<file path="src/rtl/dac_seg_driver_if.sv">
// Sample bus for the segmented DAC driver: the sample code and strobe go in,
// and the registered row/column element enables come out.
interface dac_seg_driver_if #(
  parameter int ROW_BITS = 4,
  parameter int COL_BITS = 4
);
  localparam int N_ROW = (1 << ROW_BITS) - 1;
  localparam int N_COL = (1 << COL_BITS) - 1;

  // Handshake: DAC_IN/DWA_EN are taken on every CLK edge where DAC_VALID=1.
  // There is no ready; the driver accepts one sample per cycle unconditionally.
  // OUT_VALID pulses for exactly the cycle in which ROWS/COLS first show a new
  // sample, and the outputs hold their value between pulses.
  logic [ROW_BITS+COL_BITS-1:0] DAC_IN;
  logic                         DAC_VALID;
  logic                         DWA_EN;
  logic [N_ROW-1:0]             ROWS;
  logic [N_COL-1:0]             COLS;
  logic                         OUT_VALID;
  logic [COL_BITS-1:0]          DWA_PTR;

  modport master (
    output DAC_IN, DAC_VALID, DWA_EN,
    input  ROWS, COLS, OUT_VALID, DWA_PTR
  );

  modport slave (
    input  DAC_IN, DAC_VALID, DWA_EN,
    output ROWS, COLS, OUT_VALID, DWA_PTR
  );
endinterface

</file>
<file path="src/rtl/dac_seg_driver.sv">
// Segmented DAC element driver. The upper bits of the code are decoded to a
// row thermometer. The lower bits are decoded either to a static column
// thermometer or to a data-weighted-averaging (DWA) pattern. In the DWA
// pattern the energised columns form a contiguous run that starts at a
// rotating pointer. There are two register stages: capture, then encode.
module dac_seg_driver #(
  parameter int ROW_BITS = 4,
  parameter int COL_BITS = 4
) (
  input  logic             CLK,
  input  logic             RST,
  dac_seg_driver_if.slave  bus
);
  localparam int N_ROW = (1 << ROW_BITS) - 1;
  localparam int N_COL = (1 << COL_BITS) - 1;
  localparam logic [COL_BITS:0] N_COL_W = N_COL[COL_BITS:0];

  logic [ROW_BITS-1:0] s1_row_q;
  logic [COL_BITS-1:0] s1_col_q;
  logic                s1_dwa_q;
  logic                s1_vld_q;

  logic [N_ROW-1:0]    rows_q, rows_d;
  logic [N_COL-1:0]    cols_q, cols_d;
  logic [COL_BITS-1:0] ptr_q, ptr_d;
  logic                ovld_q;

  logic [N_COL-1:0]    col_therm;
  logic [2*N_COL-1:0]  col_dbl;
  logic [COL_BITS:0]   ptr_sum;

  // Stage 1: capture the sample and its mode. The data is held while idle.
  always_ff @(posedge CLK) begin
    if (RST) begin
      s1_row_q <= '0;
      s1_col_q <= '0;
      s1_dwa_q <= 1'b0;
      s1_vld_q <= 1'b0;
    end else begin
      s1_vld_q <= bus.DAC_VALID;
      if (bus.DAC_VALID) begin
        s1_row_q <= bus.DAC_IN[ROW_BITS+COL_BITS-1:COL_BITS];
        s1_col_q <= bus.DAC_IN[COL_BITS-1:0];
        s1_dwa_q <= bus.DWA_EN;
      end
    end
  end

  // Encode the captured sample: row thermometer, column pattern, next pointer.
  always_comb begin
    rows_d    = ~({N_ROW{1'b1}} << s1_row_q);
    col_therm = ~({N_COL{1'b1}} << s1_col_q);
    // Rotating the thermometer left by ptr, modulo N_COL, is the same as
    // shifting it into a double-width word and folding the high half back in.
    // The result is always a contiguous run of elements. Full scale gives all
    // ones and zero gives all zeros, whatever the pointer.
    col_dbl   = {{N_COL{1'b0}}, col_therm} << ptr_q;
    ptr_sum   = {1'b0, ptr_q} + {1'b0, s1_col_q};
    cols_d    = col_therm;
    ptr_d     = '0;
    if (s1_dwa_q) begin
      cols_d = col_dbl[N_COL-1:0] | col_dbl[2*N_COL-1:N_COL];
      // ptr < N_COL and col <= N_COL, so a single subtraction is enough.
      // A code of 0 or of N_COL therefore leaves the pointer where it was.
      ptr_d  = (ptr_sum >= N_COL_W) ? COL_BITS'(ptr_sum - N_COL_W)
                                    : COL_BITS'(ptr_sum);
    end
  end

  // Stage 2: update the outputs only when stage 1 holds a new sample.
  always_ff @(posedge CLK) begin
    if (RST) begin
      rows_q <= '0;
      cols_q <= '0;
      ptr_q  <= '0;
      ovld_q <= 1'b0;
    end else begin
      ovld_q <= s1_vld_q;
      if (s1_vld_q) begin
        rows_q <= rows_d;
        cols_q <= cols_d;
        ptr_q  <= ptr_d;
      end
    end
  end

  assign bus.ROWS      = rows_q;
  assign bus.COLS      = cols_q;
  assign bus.DWA_PTR   = ptr_q;
  assign bus.OUT_VALID = ovld_q;
endmodule

</file>
<file path="src/flat_wrapper.sv">
// flat-port wrapper written by rule: the top's interface ports become plain ports
module dac_seg_driver_flat 
#(
  parameter int ROW_BITS = 4,
  parameter int COL_BITS = 4
)
  (CLK, RST, bus_DAC_IN, bus_DAC_VALID, bus_DWA_EN, bus_ROWS, bus_COLS, bus_OUT_VALID, bus_DWA_PTR);
  dac_seg_driver_if #(.ROW_BITS(ROW_BITS), .COL_BITS(COL_BITS)) bus_i ();
  input  logic CLK;
  input  logic RST;
  input wire logic [$bits(bus_i.DAC_IN)-1:0] bus_DAC_IN;
  input wire logic [$bits(bus_i.DAC_VALID)-1:0] bus_DAC_VALID;
  input wire logic [$bits(bus_i.DWA_EN)-1:0] bus_DWA_EN;
  output wire logic [$bits(bus_i.ROWS)-1:0] bus_ROWS;
  output wire logic [$bits(bus_i.COLS)-1:0] bus_COLS;
  output wire logic [$bits(bus_i.OUT_VALID)-1:0] bus_OUT_VALID;
  output wire logic [$bits(bus_i.DWA_PTR)-1:0] bus_DWA_PTR;
  assign bus_i.DAC_IN = bus_DAC_IN;
  assign bus_i.DAC_VALID = bus_DAC_VALID;
  assign bus_i.DWA_EN = bus_DWA_EN;
  assign bus_ROWS = bus_i.ROWS;
  assign bus_COLS = bus_i.COLS;
  assign bus_OUT_VALID = bus_i.OUT_VALID;
  assign bus_DWA_PTR = bus_i.DWA_PTR;
  dac_seg_driver #(.ROW_BITS(ROW_BITS), .COL_BITS(COL_BITS)) u_core (.CLK(CLK), .RST(RST), .bus(bus_i));
endmodule
</file>
<file path="config.mk">
export PLATFORM = sky130hd
export DESIGN_NAME = dac_seg_driver_flat
export DESIGN_NICKNAME = d
export VERILOG_FILES = /design/src/rtl/dac_seg_driver_if.sv /design/src/rtl/dac_seg_driver.sv /design/src/flat_wrapper.sv
export SDC_FILE = /design/constraint.sdc
export NUM_CORES = 1
export LEC_CHECK = 0
export CELL_PAD_IN_SITES_DETAIL_PLACEMENT = 1
export CELL_PAD_IN_SITES_GLOBAL_PLACEMENT = 2
export CORE_MARGIN = 2
export CORE_UTILIZATION = 30
export DETAILED_ROUTE_END_ITERATION = 16
export PLACE_DENSITY = 0.84
export SYNTH_ARGS = -nofsm -noshare
export SYNTH_HDL_FRONTEND = slang
export SYNTH_SLANG_ARGS = --single-unit
</file>
<file path="constraint.sdc">
create_clock -name CLK -period 3.05 [get_ports CLK]
set_input_delay 0.61 -clock CLK [delete_from_list [all_inputs] [get_ports CLK]]
set_output_delay 0.61 -clock CLK [all_outputs]
set_load 0.01 [all_outputs]
</file>
After elaboration in Yosys (flattened, before gate mapping)
Cells that the tools add are included.
{"block": "word_totals", "regBits": 45, "in_bits": 12, "word_cells": 20}
{"block": "classes", "n_lt_le_gt_ge": 1, "bitwise": 3, "n_mux": 3, "add_sub_neg": 2, "n_shift": 3}
{"op": "15-bit NOT", "count": 2}
{"op": "15-bit by 4-bit << shifter with 15-bit output (first input constant)", "count": 2}
{"op": "15-bit by 4-bit << shifter with 30-bit output", "count": 1}
{"op": "15-bit 2-to-1 mux", "count": 1}
{"op": "15-bit bitwise OR", "count": 1}
{"op": "4-bit 2-to-1 mux", "count": 2}
{"op": "4-bit by 4-bit adder with 5-bit output", "count": 1}
{"op": "5-bit by 4-bit greater-or-equal comparator with 1-bit output (second input constant)", "count": 1}
{"op": "4-bit subtractor (second input constant)", "count": 1}

Longest topological paths before layout
Gate-level depths: netlist of the first run.
{"block": "logic_depth", "ltp_word": 5, "ltp_mapped": 9}

Worst setup path before layout of the first run
No wires, ideal clock.
{"block": "synth_timing", "kind": "reg-to-reg", "startpoint": "reg u_core.ptr_q[0] (netlist: u_core.bus.DWA_PTR[0])", "endpoint": "reg u_core.ptr_q[0] (netlist: u_core.bus.DWA_PTR[0])", "stages_incl_launch_ff": 10, "required_time_ns": 2.933, "arrival_time_ns": 2.438, "period_less_slack_ns": 2.555, "setup_ns": 0.117, "path_slack_ns": 0.495, "cell_sequence": "dfxtp_1 ha_1 inv_1 fa_1 inv_1 ha_1 nor2_1 or4_1 a31o_2 a32o_1"}
{"block": "synth_between", "elab_chain_cells": 4, "word_cells_on_any_way": 5}
{"item": "from (decl)", "line": "dac_seg_driver.sv:25", "text": "logic [COL_BITS-1:0] ptr_q, ptr_d;"}
{"item": "from (signal assigned)", "line": "dac_seg_driver.sv:82", "text": "ptr_q <= ptr_d;"}
{"item": "4-bit by 4-bit adder with 5-bit output *", "line": "dac_seg_driver.sv:58", "text": "ptr_sum = {1'b0, ptr_q} + {1'b0, s1_col_q};"}
{"item": "4-bit subtractor or 5-bit by 4-bit greater-or-equal comparator with 1-bit output (tied branches)", "line": "dac_seg_driver.sv:65", "text": "ptr_d = (ptr_sum >= N_COL_W) ? COL_BITS'(ptr_sum - N_COL_W)"}
{"item": "4-bit 2-to-1 mux *", "line": "dac_seg_driver.sv:65"}
{"item": "4-bit 2-to-1 mux *", "line": "dac_seg_driver.sv:61", "text": "if (s1_dwa_q) begin"}
Every way passes the cells marked *; elsewhere a longest branch is shown, timed or not.
A chain may end at the register's enable or synchronous reset.

Final worst setup path of the first run
{"block": "layout_timing", "startpoint": "reg u_core.s1_col_q[0]", "endpoint": "reg u_core.ptr_q[0] (netlist: u_core.bus.DWA_PTR[0])"}
{"block": "layout_between", "elab_chain_cells": 4, "word_cells_on_any_way": 5}
{"item": "from (decl)", "line": "dac_seg_driver.sv:19", "text": "logic [COL_BITS-1:0] s1_col_q;"}
{"item": "from (signal assigned)", "line": "dac_seg_driver.sv:43", "text": "s1_col_q <= bus.DAC_IN[COL_BITS-1:0];"}
{"item": "4-bit by 4-bit adder with 5-bit output *", "line": "dac_seg_driver.sv:58"}
{"item": "4-bit subtractor or 5-bit by 4-bit greater-or-equal comparator with 1-bit output (tied branches)", "line": "dac_seg_driver.sv:65"}
{"item": "4-bit 2-to-1 mux *", "line": "dac_seg_driver.sv:65"}
{"item": "4-bit 2-to-1 mux *", "line": "dac_seg_driver.sv:61"}
Marks and branches as above.

==> results of run 1 <==
## worst paths after layout
path                                    start                                  to
min reg2reg  u_core.bus.ROWS[12]$_SDFFE_PP0P_    u_core.bus.ROWS[12]$_SDFFE_PP0P_
max           u_core.s1_col_q[0]$_SDFFE_PP0P_  u_core.bus.DWA_PTR[0]$_SDFFE_PP0P_
min          u_core.bus.ROWS[12]$_SDFFE_PP0P_    u_core.bus.ROWS[12]$_SDFFE_PP0P_
max reg2reg   u_core.s1_col_q[0]$_SDFFE_PP0P_  u_core.bus.DWA_PTR[0]$_SDFFE_PP0P_
## power breakdown
group          switching [mW]  internal [mW]  total [mW]
clock                   0.243          0.252       0.494
combinational           0.154          0.112       0.266
sequential             0.0210          0.614       0.635
## synthesized netlist by cell type (3+ instances only)
library cell	number	area [µm²]
nor2_1	57	214.0
dfxtp_1	45	900.9
nand2_1	36	135.1
a21oi_1	24	120.1
clkbuf_1	17	63.81
o21ai_0	12	60.06
mux2i_1	11	110.1
a211oi_1	10	75.07
inv_1	10	37.54
o22ai_1	10	62.56
a31oi_1	8	50.05
buf_2	8	40.04
nand4_1	8	50.05
o211ai_1	8	60.06
a21o_1	7	52.55
nand3_1	7	35.03
nor3_1	7	35.03
buf_1	6	22.52
ha_1	5	62.56
a32o_1	4	40.04
nor2b_1	4	25.02
nor4_1	4	25.02
a22oi_1	3	22.52
a311oi_1	3	26.28
a31o_2	3	26.28
a32oi_1	3	26.28
o211a_1	3	30.03
o21bai_1	3	22.52
or3_1	3	18.77
## routing by layer
layer  share of wire  routed length [µm]  GRT usage  vias up
li1                -                   -          -     1429
met1            0.45                4185     0.2414     1480
met2            0.50                4650     0.3338       61
met3           0.033                 301    0.02427        8
met4          0.0080                  74    0.04004        0
met5               0                   0          0        -
## worst min-delay path: stages (launching register included)
cell     delay, ps
dfxtp_1        320
nand2_1         60
a21oi_1         50
## per-stage QoR
step / hold slack (ps) / cells / utilization
CTS: 480.7 / 516 / 0.3792
floorplan: 485.8 / 372 / -
detailed placement: 457.0 / 508 / 0.3662
global placement: 452.3 / 508 / 0.3662
global route: 502.7 / 516 / 0.3792
finish: 472.7 / 516 / 0.3792
## cells in the final DEF, fill, tap and decap left out, types with 3 or more instances in the layout
cell type,count
a21oi_1,24
nand4_1,8
nor2_1,57
nor2b_1,4
a22oi_1,3
a211oi_1,10
a311oi_1,3
mux2i_1,11
or3_1,3
a21o_1,7
o22ai_1,10
inv_1,10
buf_4,13
nor4_1,4
o21bai_1,3
a32oi_1,3
o21ai_0,12
clkbuf_8,5
nor3_1,7
clkdlybuf4s50_1,46
a31o_2,3
ha_1,5
nand3_1,7
a31oi_1,8
a32o_1,4
nand2_1,36
o211a_1,3
dfxtp_1,45
o211ai_1,8
## logic make-up after synthesis
| logic type | count (synthesis) | synth area share |
|---|---|---|
| AO/OA/AOI/OAI | 121 | 0.3035 |
| XOR/XNOR | 3 | 0.009360 |
| adder cells (fa/ha/maj) | 6 | 0.02941 |
| buffers and inverters | 47 | 0.07264 |
| flip-flops | 45 | 0.3209 |
| multiplexers | 12 | 0.04323 |
| AND/OR/NAND/NOR | 138 | 0.2210 |
## cell type report
cell class,count,area (µm²)
Clock buffer,5,68.82
Tap cell,111,138.9
Inverter,13,51.30
Multi-Input combinational cell,280,1703
Sequential cell,45,900.9
Fill cell,1113,5682
Clock inverter,3,50.05
Timing Repair Buffer,59,558.0
## registers in the layout, indices dropped and copies added (netlist names)
signal                count
u_core.s1_row_q           4
u_core.bus.DWA_PTR        4
u_core.s1_col_q           4
u_core.bus.ROWS          15
u_core.s1_dwa_q           1
u_core.s1_vld_q           1
u_core.bus.OUT_VALID      1
u_core.bus.COLS          15
==> flow_summary.yaml, run 1 <==
critical_path:
  startpoint_type: "flop"
  critPathSlowestCell: "or4_1"
  end_kind: "flop"
  critPathKind: "reg2reg"
  slowest_delay_ps: 550
  critPathBufInv: 2
  arrival_ps: 2780
  worst-path-stages: 9
  r2r_slack_ps: 470
  crit_family: "adder cells"
  crit_required_ps: 3250
  r2r_cells: 9
  crit_chain: "ha_1 -> inv_1 -> fa_1 -> inv_1 -> ha_1 -> nor2_1 -> or4_1 -> a31o_2 -> a32o_1"
  path_max_fanout: 4
global_route:
  grt_pass1_vias: 3020
  grt_overflow_total: 0
  grt_max_degree: 48
  grt_pass1_wl_um: 15380
  antenna_found_initial: 0
  track_usage: 0.1875
synthesis:
  postSynth.asyncResetShare: 0
  synth_edf_count: 0
  synth_cell_types: 59
  synth_area_per_cell_um2: 7.548
  yosys_warnings: 0
  synthCells: 372
  ys_ff_latch: 45
  syn_area_mm2: 0.002808
  syn-num-nets: 390
  synth-main-ff-cell: "dfxtp_1"
  seq_area_frac_synth: 0.3209
timing:
  setup_viol: 0
  setup_tns_ps: 0
  finalMaxSlewViolations: 0
  worst_slack_ps: 472.1
  fmax_ghz: 0.3879
  hold_viol_final: 0
  tightest_slew_ps: 618.8
  skew_ps: 7.474
  min_period_ps: 2578
  post-route-period-util: 0.8452
  relSlewSlack: 0.5862
  rsz0062_at_grt: "false"
die:
  initial_core_util: 0.3068
  die_x_um: 100.7
  ios: 47
  die_h_um: 100.7
  core.rowCount: 35
  coreArea_mm2: 0.009153
  die-area_mm2: 0.01015
placement:
  port-buffer-count: 46
  post-place-ws_ps: 481.1
  dp_hpwl_um: 6573
  postPlaceCellArea_mm2: 0.003352
  gp_congestion: 0.8478
job:
  drv_cap: 0
detailed_routing:
  drt-total-wl_um: 9212
  wl_per_cell_um: 17.85
  vias: 2978
  ant_nets: 0
  drc_errors: 0
  avgViaCountPerCell: 5.771
  drtPass1Iterations: 4
  drtIter0Drc: 127
clocking:
  clkSinkCount: 45
  numCtsBuffers: 5
  clk_latency_ps: 310
  ctsHoldBuffers: 0
  postCtsSetupBuffers: 0
  cts-root-buf: "clkbuf_8"
  clockBufferDepth: 2
  clk_pin_slew_worst_paths_ps: 100
  cts_tree: "done"
  h-tree-depth: 2
  cts-resized-gates: 0
power_and_ir_drop:
  ir_drop_mv: 0.2205
  power.leakage_nw: 1.235
  power.density_mw_per_mm2: 402.1
  finalPower_mw: 1.396
finish:
  final_nets: 422
  drive_gt1_frac: 0.06914
  antennaDiodeCount: 0
  area_growth_pct: 23.62
  design_area_mm2: 0.003471
min_path:
  worstHoldPathType: "reg2reg"
  min_delay_path_depth: 2
status:
  status: "completed"
(Power assumes the default switching activity.)
==> run 2, diff against run 1 <==
--- a/config.mk
+++ b/config.mk
@@ -8,9 +8,9 @@
 export CELL_PAD_IN_SITES_DETAIL_PLACEMENT = 1
 export CELL_PAD_IN_SITES_GLOBAL_PLACEMENT = 2
 export CORE_MARGIN = 2
-export CORE_UTILIZATION = 30
+export CORE_UTILIZATION = 27
 export DETAILED_ROUTE_END_ITERATION = 16
-export PLACE_DENSITY = 0.84
+export PLACE_DENSITY = 0.8
 export SYNTH_ARGS = -nofsm -noshare
 export SYNTH_HDL_FRONTEND = slang
 export SYNTH_SLANG_ARGS = --single-unit
==> constraint.sdc (replaced) <==
create_clock -name CLK -period 2.3 [get_ports CLK]
set_input_delay 0.46 -clock CLK [delete_from_list [all_inputs] [get_ports CLK]]
set_output_delay 0.46 -clock CLK [all_outputs]
set_load 0.01 [all_outputs]
==> run 2 against run 1 <==
The run now ends with negative setup slack left. Via count up 1.4%. Hold slack gained 0.53 ps. Non-clock buffer count is 13 higher. Sequential cell count did not move. Sequential power increased by 33%. Worst setup slack got worse by 590 ps. Clock-buffer cell count is 1 higher. Total power is 32% higher. Maximum frequency rose by 6.6%. Cell count rose by 7.4%. Final area is 5.4% higher. Critical path depth unchanged. Critical path type unchanged.
==> flow_summary.yaml, run 2 (synthesis results as in run 1) <==
status:
  status: "complete, but fails checks"
  violations: "negative setup slack"
global_route:
  track_usage: 0.1778
  grt_overflow_total: 0
  grt_max_degree: 30
  grt_pass1_vias: 3138
  grt_pass1_wl_um: 15970
  antenna_found_initial: 0
die:
  ios: 47
  initial_core_util: 0.2744
  die_h_um: 106.0
  core.rowCount: 37
  die_x_um: 106.0
  coreArea_mm2: 0.01023
  die-area_mm2: 0.01123
power_and_ir_drop:
  power.density_mw_per_mm2: 505.1
  ir_drop_mv: 0.2887
  power.leakage_nw: 1.301
finish:
  design_area_mm2: 0.003657
  final_util: 0.3575
  area_growth_pct: 30.26
  drive_gt1_frac: 0.1292
  final_nets: 435
  final_cell_mix: "nor2_1, clkdlybuf4s50_1, dfxtp_1"
  antennaDiodeCount: 0
  final_common_cell: "nor2_1"
placement:
  dp_hpwl_um: 6774
  gp_congestion: 0.9332
  post-place-ws_ps: -197.3
  port-buffer-count: 46
  postPlaceCellArea_mm2: 0.003490
detailed_routing:
  ant_nets: 0
  drtPass1Iterations: 4
  vias: 3019
  wl_per_cell_um: 17.44
  drtIter0Drc: 115
  drc_errors: 0
  avgViaCountPerCell: 5.449
  drt-total-wl_um: 9660
critical_path:
  arrival_ps: 2640
  critPathKind: "reg2reg"
  path_max_fanout: 3
  startpoint_type: "flop"
  end_kind: "flop"
  crit_required_ps: 2520
  r2r_slack_ps: -120
clocking:
  clk_pin_slew_worst_paths_ps: 100
  clk_latency_ps: 320
  cts_tree: "done"
  ctsHoldBuffers: 0
  clockBufferDepth: 2
  numCtsBuffers: 5
  h-tree-depth: 2
  cts-root-buf: "clkbuf_8"
  clkSinkCount: 45
timing:
  rsz0062_at_grt: "true"
  setup_viol: 2
  tightest_slew_ps: 658.0
  skew_ps: 6.942
  post-route-period-util: 1.051
  relSlewSlack: 0.5600
  fmax_ghz: 0.4136
  worst_slack_ps: -117.8
  min_period_ps: 2418
  setup_tns_ps: -175.0
  hold_viol_final: 0
  finalMaxSlewViolations: 0
min_path:
  worstHoldPathType: "reg2reg"
job:
  drv_cap: 0
-- run 2: cell types whose count changed in the layout (fill, tap and decap cells not counted), moves of 2 or more --
cell and change:
dfxtp_2 +2, dfxtp_1 -3, buf_4 +11, inv_6 +2
ha_4 +2, ha_1 -2, inv_2 +2, inv_1 -2
-- run 2: where the power goes --
group | internal, mW | switching (mW) | total [mW]
Sequential | 0.814 | 0.0322 | 0.846
Clock | 0.289 | 0.340 | 0.629
Combinational | 0.165 | 0.207 | 0.372
Total | 1.27 | 0.579 | 1.85
-- run 2: worst max-delay path: stages, from the launching register on --
cell     delay (ps)
dfxtp_4         370
ha_4            130
inv_2            40
fa_2            500
inv_2            90
ha_4            130
nor2_2           40
or4_4           500
a31o_2          250
a32o_1          250
-- run 2: per-layer routing --
layer,vias to the layer above,wire (µm),share of wire,global-route usage
li1,1455,-,-,-
met1,1497,4459,0.46,0.2265
met2,58,4679,0.48,0.3088
met3,9,411,0.043,0.03250
met4,0,109,0.011,0.04699
met5,-,0,0,0
-- run 2: repair_timing --
item | CTS | global route
cloned | 0 | 0
pin swaps | 1 | 4
setup endpoints to repair | 2 | 2
buffers inserted | 2 | 1
resized for setup | 4 | 6
-- run 2: cell type report --
type / instances / area (µm²)
flip-flops and latches: 45 / 907.1
well taps: 136 / 170.2
clock buffers: 6 / 93.84
clock inverters: 2 / 17.52
repair buffers: 72 / 666.9
fillers: 1229 / 6574
inverters: 13 / 51.30
multi-input cells: 280 / 1750
-- run 2: path summary, 6_finish.rpt --
| path | start | end | cells after the start |
|---|---|---|---|
| setup / recovery | u_core.bus.DWA_PTR[0]$_SDFFE_PP0P_ | u_core.bus.DWA_PTR[0]$_SDFFE_PP0P_ | 9 |
| hold / removal | u_core.bus.ROWS[11]$_SDFFE_PP0P_ | u_core.bus.ROWS[11]$_SDFFE_PP0P_ | 2 |
| setup reg to reg | u_core.bus.DWA_PTR[0]$_SDFFE_PP0P_ | u_core.bus.DWA_PTR[0]$_SDFFE_PP0P_ | 9 |
| hold reg to reg | u_core.bus.ROWS[11]$_SDFFE_PP0P_ | u_core.bus.ROWS[11]$_SDFFE_PP0P_ | 2 |
-- run 2: stage by stage --
step | hold WS, ps | power [mW] | std cells
global route | 497.2 | 1.933 | 554
global placement | 451.3 | 1.221 | 543
CTS | 478.8 | 1.855 | 553
finish | 473.2 | 1.847 | 554
floorplan | 485.8 | 1.074 | 372
detailed placement | 454.2 | 1.228 | 543
